## config.mk

```make
export PLATFORM = sky130hd
export DESIGN_NAME = regfile_wb_arbiter_flat
export DESIGN_NICKNAME = d
export VERILOG_FILES = /design/src/rtl/regfile_wb_arbiter_pkg.sv /design/src/rtl/regfile_wb_arbiter_if.sv /design/src/rtl/regfile_wb_arbiter_rr_arbiter2.sv /design/src/rtl/regfile_wb_arbiter.sv /design/src/flat_wrapper.sv
export SDC_FILE = /design/constraint.sdc
export NUM_CORES = 1
export LEC_CHECK = 0
export CAP_MARGIN = 20
export CELL_PAD_IN_SITES_DETAIL_PLACEMENT = 1
export CELL_PAD_IN_SITES_GLOBAL_PLACEMENT = 2
export CORE_UTILIZATION = 19
export DETAILED_ROUTE_END_ITERATION = 12
export PLACE_DENSITY = 0.77
export SLEW_MARGIN = 20
export SYNTH_ARGS = -nofsm -noshare
export SYNTH_HDL_FRONTEND = slang
export SYNTH_SLANG_ARGS = --single-unit
```

## constraint.sdc

```tcl
create_clock -name Clk -period 2.37 [get_ports Clk]
set_input_delay 0.474 -clock Clk [delete_from_list [all_inputs] [get_ports Clk]]
set_output_delay 0.474 -clock Clk [all_outputs]
set_load 0.02 [all_outputs]
```

## src/rtl/regfile_wb_arbiter_pkg.sv

```systemverilog
// -----------------------------------------------------------------------------
// regfile_wb_arbiter_pkg
// Shared definitions for the register-file write-back arbiter:
//   REG_ADDR_W  - register address width (32 architectural registers)
//   ZERO_REG    - hard-wired zero register, never actually written
//   wb_state_e  - write-back staging state (IDLE / COMMIT)
//   reg_is_live - true when a destination register really gets written
// -----------------------------------------------------------------------------
package regfile_wb_arbiter_pkg;

    localparam int REG_ADDR_W = 5;
    localparam logic [REG_ADDR_W-1:0] ZERO_REG = '0;

    typedef enum logic {
        IDLE   = 1'b0,
        COMMIT = 1'b1
    } wb_state_e;

    function automatic logic reg_is_live(input logic [REG_ADDR_W-1:0] addr);
        return addr != ZERO_REG;
    endfunction

endpackage

```

## src/rtl/regfile_wb_arbiter_if.sv

```systemverilog
// -----------------------------------------------------------------------------
// regfile_wb_arbiter_if
// Bundles the two write-back requester channels, the register-file read
// addresses and the register-file write side of the arbiter.
//   master modport : requester / register-file side (drives requests)
//   slave  modport : arbiter side (drives readies, write port, stall, count)
// -----------------------------------------------------------------------------
interface regfile_wb_arbiter_if #(
    parameter int DATA_W = 32
);
    import regfile_wb_arbiter_pkg::*;

    logic                  ReqValid0;
    logic [REG_ADDR_W-1:0] ReqReg0;
    logic [DATA_W-1:0]     ReqData0;
    logic                  ReqReady0;

    logic                  ReqValid1;
    logic [REG_ADDR_W-1:0] ReqReg1;
    logic [DATA_W-1:0]     ReqData1;
    logic                  ReqReady1;

    logic [REG_ADDR_W-1:0] ReadRegister1;
    logic [REG_ADDR_W-1:0] ReadRegister2;

    logic [REG_ADDR_W-1:0] WriteRegister;
    logic [DATA_W-1:0]     WriteData;
    logic                  RegWrite;
    logic                  Stall;
    logic [7:0]            WriteCount;

    modport master (
        output ReqValid0, ReqReg0, ReqData0,
        input  ReqReady0,
        output ReqValid1, ReqReg1, ReqData1,
        input  ReqReady1,
        output ReadRegister1, ReadRegister2,
        input  WriteRegister, WriteData, RegWrite, Stall, WriteCount
    );

    modport slave (
        input  ReqValid0, ReqReg0, ReqData0,
        output ReqReady0,
        input  ReqValid1, ReqReg1, ReqData1,
        output ReqReady1,
        input  ReadRegister1, ReadRegister2,
        output WriteRegister, WriteData, RegWrite, Stall, WriteCount
    );

endinterface

```

## src/rtl/regfile_wb_arbiter_rr_arbiter2.sv

```systemverilog
// -----------------------------------------------------------------------------
// rr_arbiter2
// Two-way grant logic. Grants are combinational from the valids and a
// priority pointer; the pointer flips to the other requester after each
// grant so that, under contention, the one not granted most recently wins.
// With FIXED_PRIO != 0 requester 0 wins every contention.
//   clk, rst_n      : clock, asynchronous active-low reset
//   valid0, valid1  : request pending
//   grant0, grant1  : one-hot (or zero) grant, forced low during reset
// -----------------------------------------------------------------------------
module rr_arbiter2 #(
    parameter int FIXED_PRIO = 0
) (
    input  logic clk,
    input  logic rst_n,
    input  logic valid0,
    input  logic valid1,
    output logic grant0,
    output logic grant1
);

    // 1 = requester 1 is favoured at the next contention
    logic favor1_q;

    always_comb begin
        grant0 = 1'b0;
        grant1 = 1'b0;
        if (rst_n) begin
            if (valid0 && valid1) begin
                if ((FIXED_PRIO != 0) || !favor1_q) begin
                    grant0 = 1'b1;
                end else begin
                    grant1 = 1'b1;
                end
            end else begin
                grant0 = valid0;
                grant1 = valid1;
            end
        end
    end

    always_ff @(posedge clk or negedge rst_n) begin
        if (!rst_n) begin
            favor1_q <= 1'b0;
        end else if (grant0) begin
            favor1_q <= 1'b1;
        end else if (grant1) begin
            favor1_q <= 1'b0;
        end
    end

endmodule

```

## src/rtl/regfile_wb_arbiter.sv

```systemverilog
// -----------------------------------------------------------------------------
// regfile_wb_arbiter
// Merges write-backs from the ALU (requester 0) and the load unit
// (requester 1) into the single register-file write port. An accepted
// request is staged for one cycle (COMMIT) and written at the end of it,
// giving one write per cycle when requests arrive back to back.
//   Clk, Reset_n : clock, asynchronous active-low reset
//   bus (slave)  : requester handshakes, read addresses, write port,
//                  read-after-write Stall and committed-write counter
// -----------------------------------------------------------------------------
module regfile_wb_arbiter
    import regfile_wb_arbiter_pkg::*;
#(
    parameter int DATA_W     = 32,
    parameter int FIXED_PRIO = 0
) (
    input  logic           Clk,
    input  logic           Reset_n,
    regfile_wb_arbiter_if.slave bus
);

    logic grant0;
    logic grant1;
    logic xfer;

    rr_arbiter2 #(
        .FIXED_PRIO(FIXED_PRIO)
    ) u_arb (
        .clk   (Clk),
        .rst_n (Reset_n),
        .valid0(bus.ReqValid0),
        .valid1(bus.ReqValid1),
        .grant0(grant0),
        .grant1(grant1)
    );

    assign bus.ReqReady0 = grant0;
    assign bus.ReqReady1 = grant1;
    assign xfer          = grant0 | grant1;

    wb_state_e             state_q;
    wb_state_e             state_d;
    logic                  regwrite_c;
    logic [REG_ADDR_W-1:0] wreg_p1;
    logic [DATA_W-1:0]     wdata_p1;
    logic [7:0]            count_q;

    always_ff @(posedge Clk or negedge Reset_n) begin
        if (!Reset_n) begin
            state_q <= IDLE;
        end else begin
            state_q <= state_d;
        end
    end

    // A transfer always lands in COMMIT next cycle, even from COMMIT, so
    // back-to-back writes flow without a bubble. Register 0 is staged but
    // never enabled.
    always_comb begin
        state_d    = IDLE;
        regwrite_c = 1'b0;
        if (xfer) begin
            state_d = COMMIT;
        end
        if ((state_q == COMMIT) && reg_is_live(wreg_p1)) begin
            regwrite_c = 1'b1;
        end
    end

    // ---- stage p1: accepted request captured for commit ----
    always_ff @(posedge Clk or negedge Reset_n) begin
        if (!Reset_n) begin
            wreg_p1  <= ZERO_REG;
            wdata_p1 <= '0;
        end else if (xfer) begin
            wreg_p1  <= grant1 ? bus.ReqReg1  : bus.ReqReg0;
            wdata_p1 <= grant1 ? bus.ReqData1 : bus.ReqData0;
        end
    end

    // Counts only enabled writes; 8-bit wrap is intentional.
    always_ff @(posedge Clk or negedge Reset_n) begin
        if (!Reset_n) begin
            count_q <= '0;
        end else if (regwrite_c) begin
            count_q <= count_q + 8'd1;
        end
    end

    assign bus.WriteRegister = wreg_p1;
    assign bus.WriteData     = wdata_p1;
    assign bus.RegWrite      = regwrite_c;
    assign bus.WriteCount    = count_q;
    assign bus.Stall         = regwrite_c &&
                               ((bus.ReadRegister1 == wreg_p1) ||
                                (bus.ReadRegister2 == wreg_p1));

endmodule

```

## src/flat_wrapper.sv

```systemverilog
// flat-port wrapper written by rule: the top's interface ports become plain ports
module regfile_wb_arbiter_flat import regfile_wb_arbiter_pkg::*;
#(
    parameter int DATA_W     = 32,
    parameter int FIXED_PRIO = 0
)
  (Clk, Reset_n, bus_ReqValid0, bus_ReqReg0, bus_ReqData0, bus_ReqReady0, bus_ReqValid1, bus_ReqReg1, bus_ReqData1, bus_ReqReady1, bus_ReadRegister1, bus_ReadRegister2, bus_WriteRegister, bus_WriteData, bus_RegWrite, bus_Stall, bus_WriteCount);
  regfile_wb_arbiter_if #(.DATA_W(DATA_W)) bus_i ();
  input  logic Clk;
  input  logic Reset_n;
  input wire logic [$bits(bus_i.ReqValid0)-1:0] bus_ReqValid0;
  input wire logic [$bits(bus_i.ReqReg0)-1:0] bus_ReqReg0;
  input wire logic [$bits(bus_i.ReqData0)-1:0] bus_ReqData0;
  output wire logic [$bits(bus_i.ReqReady0)-1:0] bus_ReqReady0;
  input wire logic [$bits(bus_i.ReqValid1)-1:0] bus_ReqValid1;
  input wire logic [$bits(bus_i.ReqReg1)-1:0] bus_ReqReg1;
  input wire logic [$bits(bus_i.ReqData1)-1:0] bus_ReqData1;
  output wire logic [$bits(bus_i.ReqReady1)-1:0] bus_ReqReady1;
  input wire logic [$bits(bus_i.ReadRegister1)-1:0] bus_ReadRegister1;
  input wire logic [$bits(bus_i.ReadRegister2)-1:0] bus_ReadRegister2;
  output wire logic [$bits(bus_i.WriteRegister)-1:0] bus_WriteRegister;
  output wire logic [$bits(bus_i.WriteData)-1:0] bus_WriteData;
  output wire logic [$bits(bus_i.RegWrite)-1:0] bus_RegWrite;
  output wire logic [$bits(bus_i.Stall)-1:0] bus_Stall;
  output wire logic [$bits(bus_i.WriteCount)-1:0] bus_WriteCount;
  assign bus_i.ReqValid0 = bus_ReqValid0;
  assign bus_i.ReqReg0 = bus_ReqReg0;
  assign bus_i.ReqData0 = bus_ReqData0;
  assign bus_ReqReady0 = bus_i.ReqReady0;
  assign bus_i.ReqValid1 = bus_ReqValid1;
  assign bus_i.ReqReg1 = bus_ReqReg1;
  assign bus_i.ReqData1 = bus_ReqData1;
  assign bus_ReqReady1 = bus_i.ReqReady1;
  assign bus_i.ReadRegister1 = bus_ReadRegister1;
  assign bus_i.ReadRegister2 = bus_ReadRegister2;
  assign bus_WriteRegister = bus_i.WriteRegister;
  assign bus_WriteData = bus_i.WriteData;
  assign bus_RegWrite = bus_i.RegWrite;
  assign bus_Stall = bus_i.Stall;
  assign bus_WriteCount = bus_i.WriteCount;
  regfile_wb_arbiter #(.DATA_W(DATA_W), .FIXED_PRIO(FIXED_PRIO)) u_core (.Clk(Clk), .Reset_n(Reset_n), .bus(bus_i));
endmodule
```

==> metrics.md, run 1 <==
| Metric | Value |
|---|---|
| Routed wire length | 7000 µm |
| Sink Count | 47 |
| Fin cells | 493 |
| Worst-Skew Late Latency | 0.30 ns |
| CP required | 1.90 ns |
| Status | finished clean |
| Post-synthesis xor/xnor area fraction | 7.10% |
| Asr flop ratio synth | 100% |
| Antenna cells | 0 |
| Initial Utilization | between 10% and 20% |
| Crit path DAT | 1.84 ns |
| Die area | 11500 µm² |
| Min cycle time layout | 2.32 ns |
| Relative slew slack | 70.1% |
| Setup crit end kind | output port |
| Hold Path Class | input port to async pin |
| Maximum vdd ir drop | between 0.2 and 0.25 mV |
| Final nets | ~450 |
| CP most frequent cell | clkdlybuf4s50_1 |
| Core area | 10500 µm² |
| DRT antenna net count | 0 |
| PortBufs | ~140 |
| Largest net degree at the start of global routing | 39 |
| Clock Skew | between 0.005 and 0.006 ns |
| Startpoint Class | input port |
| Total track usage | 12.9% |
| Setup Crit Path Kind | input port to output port |
| Clk pin slew, worst setup/hold paths | roughly 0.090 ns |
| Synth warn | 0 |
| Top cells by area, synth | dfrtp_1, nand2_1, a22oi_1, xnor2_1, xor2_1 |
| Final GP Congestion | 0.669 |
| Per-cell routed wire length | 14.2 µm |
| CP Max Fanout | 2 |
| Net Count, Synth | 302 |
| Dpl cells | ~490 |
| GRT overflow | 0 |
| Final Hold Fails | 0 |
| RSZ-0062 raised after global routing | no |
| Cts bufs inserted | 5 |
| Post-DP Area | approximately 3700 µm² |
| Fraction of the yosys area taken by sequential cells | 56.1% |
| P per Cell Area | 689 nW/µm² |
| #FFs+latches synth | 47 |
| Top cell type's share of synthesized area | 56.1% |
| Die height | 107 µm |
| Setup violators final | 0 |
| Initial antenna violation count | 0 |
| Fmax | ~0.43 GHz |
| Worst path top cell family by delay | buffers and inverters |
| Initial drt markers | 51 |
| First-pass GRT wire length | about 12000 µm |
| Synth Area in Compound Gates | 15.2% |
| Largest family of logic cells by synthesized area | simple AND/OR/NAND/NOR gates |
| Finished layout cell area | 3790 µm² |
| Syn_area_per_cell | between 9 and 10 µm² |
| Layout area overhead | 80.9% |
| Vias in the first global route | 2283 |
| Pleak | 1.67 nW |
| CP Buf/Inv Count | 3 |
| # fillers | 1211 |
| First drt pass iteration count | 3 |
| Half-perimeter wire length after detailed placement | 5340 µm |
| Max stage delay cell, worst path | clkdlybuf4s50_1 |
| Max cap viols | 0 |
| CP max stage delay | 0.64 ns |
| Drt drc | 0 |
| Rows | 37 |
| I/O pins | 137 |
| Adder-cell share of the synthesized area | less than 1% |
| Clock root buffer | clkbuf_8 |
| Most used DFF post-synth | dfrtp_1 |
| Multiplexer share of the synthesized area | less than 1% |
| Vias | roughly 2.1k |
| Max Transition Viols Final | 0 |
| EDFF count, synth | 0 |
| Share of cells above drive strength 1 | 7.56% |
| Synth Instances | approximately 210 |
| Synth unique cells | 21 |
| Max clock buf depth | 2 |
| Vias per inst | 4.28 |
| Post-synth top area cell | dfrtp_1 |
| Measured slew at the worst slew-check pin | 0.448 ns |
| CTS H-tree lvls | 2 |
| CTS tree | built |
| Post-Synth Simple-Gate Area | 17.2% |
| Die X | between 100 and 150 µm |
| Final Cycle Share | 97.8% |
| Post-Syn Area | 2100 µm² |
| Critical path, cell by cell | clkdlybuf4s50_1, buf_4, a21oi_4, clkdlybuf4s50_1 |
path summary, 6_finish.rpt:
kind	depth (start not counted)	slack, ns	startpoint	end
setup / recovery	4	0.05	bus_ReqValid0	bus_ReqReady1
hold / removal	2	0.18	Reset_n	u_core.bus.WriteData[8]$_DFFE_PN0P_
setup reg to reg	4	0.68	u_core.bus.WriteRegister[0]$_DFFE_PN0P_	u_core.bus.WriteCount[1]$_DFFE_PN0P_
hold reg to reg	1	0.48	u_core.bus.WriteCount[7]$_DFFE_PN0P_	u_core.bus.WriteCount[7]$_DFFE_PN0P_
max in group asynchronous	2	1.73	Reset_n	u_core.bus.WriteData[31]$_DFFE_PN0P_
min in group Clk	1	0.48	u_core.bus.WriteCount[7]$_DFFE_PN0P_	u_core.bus.WriteCount[7]$_DFFE_PN0P_
flip-flops by register name, indices dropped and copies added, names as in the netlist:
name                      flops
u_core.u_arb.favor1_q         1
u_core.state_q                1
u_core.bus.WriteCount         8
u_core.bus.WriteRegister      5
u_core.bus.WriteData         32
layout by cell type, fill, tap and decap left out, types with 5 or more instances in the layout:
cell type / Yosys / layout
clkbuf_8: 0 / 6
dfrtp_1: 47 / 47
nand2_1: 77 / 77
a22oi_1: 37 / 37
nand4_1: 5 / 5
buf_4: 0 / 13
clkdlybuf4s50_1: 0 / 132
xor2_1: 7 / 7
xnor2_1: 10 / 10
synthesized netlist by cell type (2+ instances only):
cell type / instances
and3_1: 2
xnor2_1: 10
inv_1: 2
a21oi_1: 2
dfrtp_1: 47
nand2_1: 77
clkbuf_1: 11
nand4_1: 5
a22oi_1: 37
xor2_1: 7
nand3_1: 2
nor3_1: 2
metrics by stage:
step	setup TNS [ns]	setup WS (ns)	util, %	total power (W)	hold slack, ns
2_1_floorplan	0	0.370	-	0.00154	0.178
3_3_place_gp	-0.156	-0.156	35.2	0.00213	0.283
3_5_place_dp	-0.181	-0.181	35.2	0.00215	0.287
4_1_cts	0	0.0164	36.1	0.00266	0.181
5_1_grt	0	0.00187	36.1	0.00279	0.191
6_report	0	0.0511	36.1	0.00261	0.179
worst reg2reg max path, stage by stage (launching register included):
cell and delay, ns:
dfrtp_1 0.38, or4_1 0.51, o21a_1 0.22, buf_4 0.18, mux2_4 0.29
cell type report:
cell class              count  area, µm²  share of cell area (%)
well taps                 136        170                    4.49
inverters                   2       7.51                   0.198
clock inverters             1       5.00                   0.132
clock buffers               6       82.6                    2.18
multi-input cells         151        890                    23.5
flip-flops and latches     47       1180                    31.0
repair buffers            150       1460                    38.5
cells by family (layout without fill, tap and decap cells):
family / Yosys count / after routing
simple gates: 89 / 89
flops: 47 / 47
compound gates: 43 / 43
xor+xnor: 17 / 17
buf+inv: 15 / 159
fa+ha+maj: 1 / 1
mux: 1 / 1
report_power, final:
group / total (W) / internal (W) / leakage, nW / switching (W)
combinational: 0.00103 / 0.000544 / 1.04 / 0.000486
sequential: 0.00109 / 0.000955 / 0.581 / 0.000131
clock: 0.000494 / 0.000229 / 0.0470 / 0.000265
total: 0.00261 / 0.00173 / 1.67 / 0.000882
routing by layer:
metal,vias to the layer above,global-route usage [%],wire length (µm),share of wire (%)
met3,4,3.89,531,7.6
met2,86,21.9,3340,48
met1,1004,16.1,3100,44
met5,-,0,0,0
li1,1015,-,-,-
met4,0,2.64,32,0.46
what timing repair did:
| action | 4_1_cts | 5_1_grt |
|---|---|---|
| hold buffers | 1 | 0 |
| buffers inserted | 0 | 0 |
| gates resized for setup | 3 | 2 |
| pin swaps | 0 | 0 |
| endpoints found under the setup margin | 2 | 2 |
| hold endpoints to repair | 1 | 0 |
Power figures use the tool's default switching activity.
==> run 2: changes to the inputs <==
- ABC_AREA: not set -> 1
- PLACE_DENSITY: 0.77 -> 0.78
==> metrics.md, run 2 <==
| Metric | Value |
|---|---|
| Antenna cells | 0 (unchanged) |
| Half-perimeter wire length after detailed placement | 6040 µm (was 5340 µm) |
| Most frequent cells in the layout | nand2_1, clkdlybuf4s50_1, dfrtp_1, nand3_1, inv_1 (was clkdlybuf4s50_1, nand2_1, dfrtp_1, a22oi_1, buf_4) |
| Post-synth top area cell | dfrtp_1 (unchanged) |
| Post-DP Area | 3820 µm² (was 3700 µm²) |
| Pre-CTS setup slack | -0.225 ns (was -0.181 ns) |
| # fillers | 1438 (was 1211) |
| Max Transition Viols Final | 0 (unchanged) |
| Maximum vdd ir drop | 0.221 mV (was 0.248 mV) |
| Die height | 113 µm (was 107 µm) |
| Final Cycle Share | 95.9% (was 97.8%) |
| Most common cell in the netlist | nand2_1 (unchanged) |
| First drt pass iteration count | 4 (was 3) |
| Worst-Skew Late Latency | 0.28 ns (was 0.30 ns) |
| CP most frequent cell | nand2_1 (was clkdlybuf4s50_1) |
| Final worst slack | 0.0983 ns (was 0.0511 ns) |
| Clk pin slew, worst setup/hold paths | 0.06 ns (was 0.09 ns) |
| Setup violators final | 0 (unchanged) |
| Hold buffers post-CTS | 0 (was 1) |
| Setup crit end kind | output port (unchanged) |
| Per-cell routed wire length | 13.6 µm (was 14.2 µm) |
| Hold Path Class | input port to async pin (unchanged) |
| Vias | 2481 (was 2109) |
| Share of cells above drive strength 1 | 5.47% (was 7.56%) |
| Asr flop ratio synth | 100% (unchanged) |
| Sink Count | 47 (unchanged) |
| Critical path, cell by cell | clkdlybuf4s50_1, inv_1, nand2_1, nand2_1, nor2_1, nand3_1, a21oi_1, clkdlybuf4s15_1 (was clkdlybuf4s50_1, buf_4, a21oi_4, clkdlybuf4s50_1) |
| Drt drc | 0 (unchanged) |
| First-pass GRT wire length | 13400 µm (was 11500 µm) |
| Vias in the first global route | 2719 (was 2283) |
| Rows | 40 (was 37) |
| Initial Utilization | 19.5% (was 19.9%) |
| Max stage delay cell, worst path | clkdlybuf4s50_1 (unchanged) |
| GRT overflow | 0 (unchanged) |
| CP required | 1.90 ns (about the same) |
| Die X | 113 µm (was 107 µm) |
| Net Count, Synth | 390 (was 302) |
| Core area | 12000 µm² (was 10500 µm²) |
| Initial drt markers | 92 (was 51) |
| CTS H-tree lvls | 2 (unchanged) |
| Syn_area_per_cell | 7.77 µm² (was 9.84 µm²) |
| Fmax | 0.440 GHz (was 0.431 GHz) |
| Max clock buf depth | 2 (unchanged) |
| EDFF count, synth | 0 (unchanged) |
| Dpl cells | 578 (was 485) |
| Finished layout cell area | 3980 µm² (was 3790 µm²) |
| Largest net degree at the start of global routing | 39 (unchanged) |
| Commonest non-fill, non-tap cell in the layout | nand2_1 (was clkdlybuf4s50_1) |
| Startpoint Class | input port (unchanged) |
| CP max stage delay | 0.48 ns (was 0.64 ns) |
| Final Hold Fails | 0 (unchanged) |
| Synth warn | 0 (unchanged) |
| Total track usage | 13.3% (was 12.9%) |
| Worst path top cell family by delay | buffers and inverters (unchanged) |
| Crit path DAT | 1.80 ns (was 1.84 ns) |
| PortBufs | 136 (unchanged) |
| Top cell type's share of synthesized area | 50.3% (was 56.1%) |
| CP Buf/Inv Count | 3 (unchanged) |
| Clock root buffer | clkbuf_16 (was clkbuf_8) |
| Measured slew at the worst slew-check pin | 0.639 ns (was 0.448 ns) |
| DRT antenna net count | 0 (unchanged) |
| Cts bufs inserted | 5 (unchanged) |
| Die area | 12800 µm² (was 11500 µm²) |
| Pleak | 1.82 nW (was 1.67 nW) |
| Layout area overhead | 70.2% (was 80.9%) |
| Final GP Congestion | 0.739 (was 0.669) |
| Routed wire length | 7980 µm (was 7000 µm) |
| Max cap viols | 0 (unchanged) |
| I/O pins | 137 (unchanged) |
| Most used DFF post-synth | dfrtp_1 (unchanged) |
| Vias per inst | 4.23 (was 4.28) |
| P per Cell Area | 752 nW/µm² (was 689 nW/µm²) |
| Synth top cells by count | nand2_1, dfrtp_1, nand3_1 (was nand2_1, dfrtp_1, a22oi_1) |
| Setup Crit Path Kind | input port to output port (unchanged) |
| CP Max Fanout | 2 (unchanged) |
| RSZ-0062 raised after global routing | no (unchanged) |
| Final nets | 527 (was 446) |
| Post-Syn Area | 2340 µm² (was 2100 µm²) |
| CTS tree | built (unchanged) |
| Fin cells | 586 (was 493) |
| Tot Pwr | 0.00299 W (was 0.00261 W) |
| Status | finished clean (unchanged) |
| Synth unique cells | 22 (was 21) |
| Top cells by area, synth | dfrtp_1, nand2_1, nand3_1, inv_1, buf_6 (was dfrtp_1, nand2_1, a22oi_1, xnor2_1, xor2_1) |
| Min cycle time layout | 2.27 ns (was 2.32 ns) |
| Initial antenna violation count | 0 (unchanged) |
| Fin util | 33.1% (was 36.1%) |
| Synth Instances | 301 (was 213) |
| Relative slew slack | 57.3% (was 70.1%) |
| Fraction of the yosys area taken by sequential cells | 50.3% (was 56.1%) |
| Clock Skew | 0.00595 ns (was 0.00598 ns) |
| Max reg flops | 32 (unchanged) |
| #FFs+latches synth | 47 (unchanged) |
## run 2: changes by cell type after synthesis, moves of 7 or more
cell,previous run,this run
a22oi_1,37,0
clkbuf_1,11,0
inv_1,2,20
nand2_1,77,147
nand3_1,2,36
nor2_1,0,7
xnor2_1,10,3
## run 2: repair_timing
item	4_1_cts	5_1_grt
pin swaps	0	0
setup buffers	0	0
endpoints found under the setup margin	1	3
gates resized for setup	1	3
cloned	0	0
## run 2: worst register-to-register path, cell delays in order (launching register included)
cell,delay [ns]
dfrtp_1,0.38
inv_1,0.07
nand2_1,0.06
nand3_2,0.08
nand2_2,0.06
inv_2,0.47
nand2_1,0.15
nand3_1,0.10
## run 2: worst paths after layout
check / to / depth (start not counted) / from / slack, ns
max in group asynchronous: u_core.bus.WriteData[18]$_DFFE_PN0P_ / 2 / Reset_n / 1.85
min in group Clk: u_core.bus.WriteData[28]$_DFFE_PN0P_ / 2 / u_core.bus.WriteData[28]$_DFFE_PN0P_ / 0.48
worst max register to register: u_core.bus.WriteData[17]$_DFFE_PN0P_ / 7 / u_core.u_arb.favor1_q$_DFFE_PN0P_ / 0.94
worst min register to register: u_core.bus.WriteData[28]$_DFFE_PN0P_ / 2 / u_core.bus.WriteData[28]$_DFFE_PN0P_ / 0.48
worst min-delay path: u_core.bus.WriteData[13]$_DFFE_PN0P_ / 2 / Reset_n / 0.25
worst max-delay path: bus_Stall / 8 / bus_ReadRegister1[4] / 0.1
## run 2: per-stage QoR
stage	setup TNS [ns]	hold slack, ns
after floorplan	0	0.178
after global placement	-0.223	0.464
after detailed placement	-0.225	0.472
after CTS	0	0.255
after global routing	0	0.282
final	0	0.246
## run 2: kinds of logic after synthesis
| family | after synthesis | share of synthesized area (%) |
|---|---|---|
| simple gates | 200 | 35.5 |
| xor+xnor | 6 | 2.25 |
| compound gates | 12 | 3.26 |
| buf+inv | 35 | 8.19 |
| flops | 47 | 50.3 |
| fa+ha+maj | 1 | 0.535 |
## run 2: power by group
group	switching (W)	total (W)	internal, W
logic	0.000578	0.00114	0.000561
registers	0.000135	0.00111	0.000974
clock network	0.000295	0.000745	0.000450
total	0.00101	0.00299	0.00199
## run 2: layout make-up
type	instances	area, µm²	share of cell area, %
well taps	147	184	4.62
inverters	23	86.3	2.17
clock buffers	8	156	3.93
repair buffers	142	1410	35.3
flip-flops and latches	47	1180	29.6
multi-input cells	219	971	24.4
## run 2: routing by layer
metal | part of all wire, % | up-vias | GRT usage [%]
li1 | - | 1213 | -
met1 | 43 | 1185 | 16.2
met2 | 49 | 77 | 22.9
met3 | 6.8 | 6 | 4.18
met4 | 1.3 | 0 | 3.33
met5 | 0 | - | 0
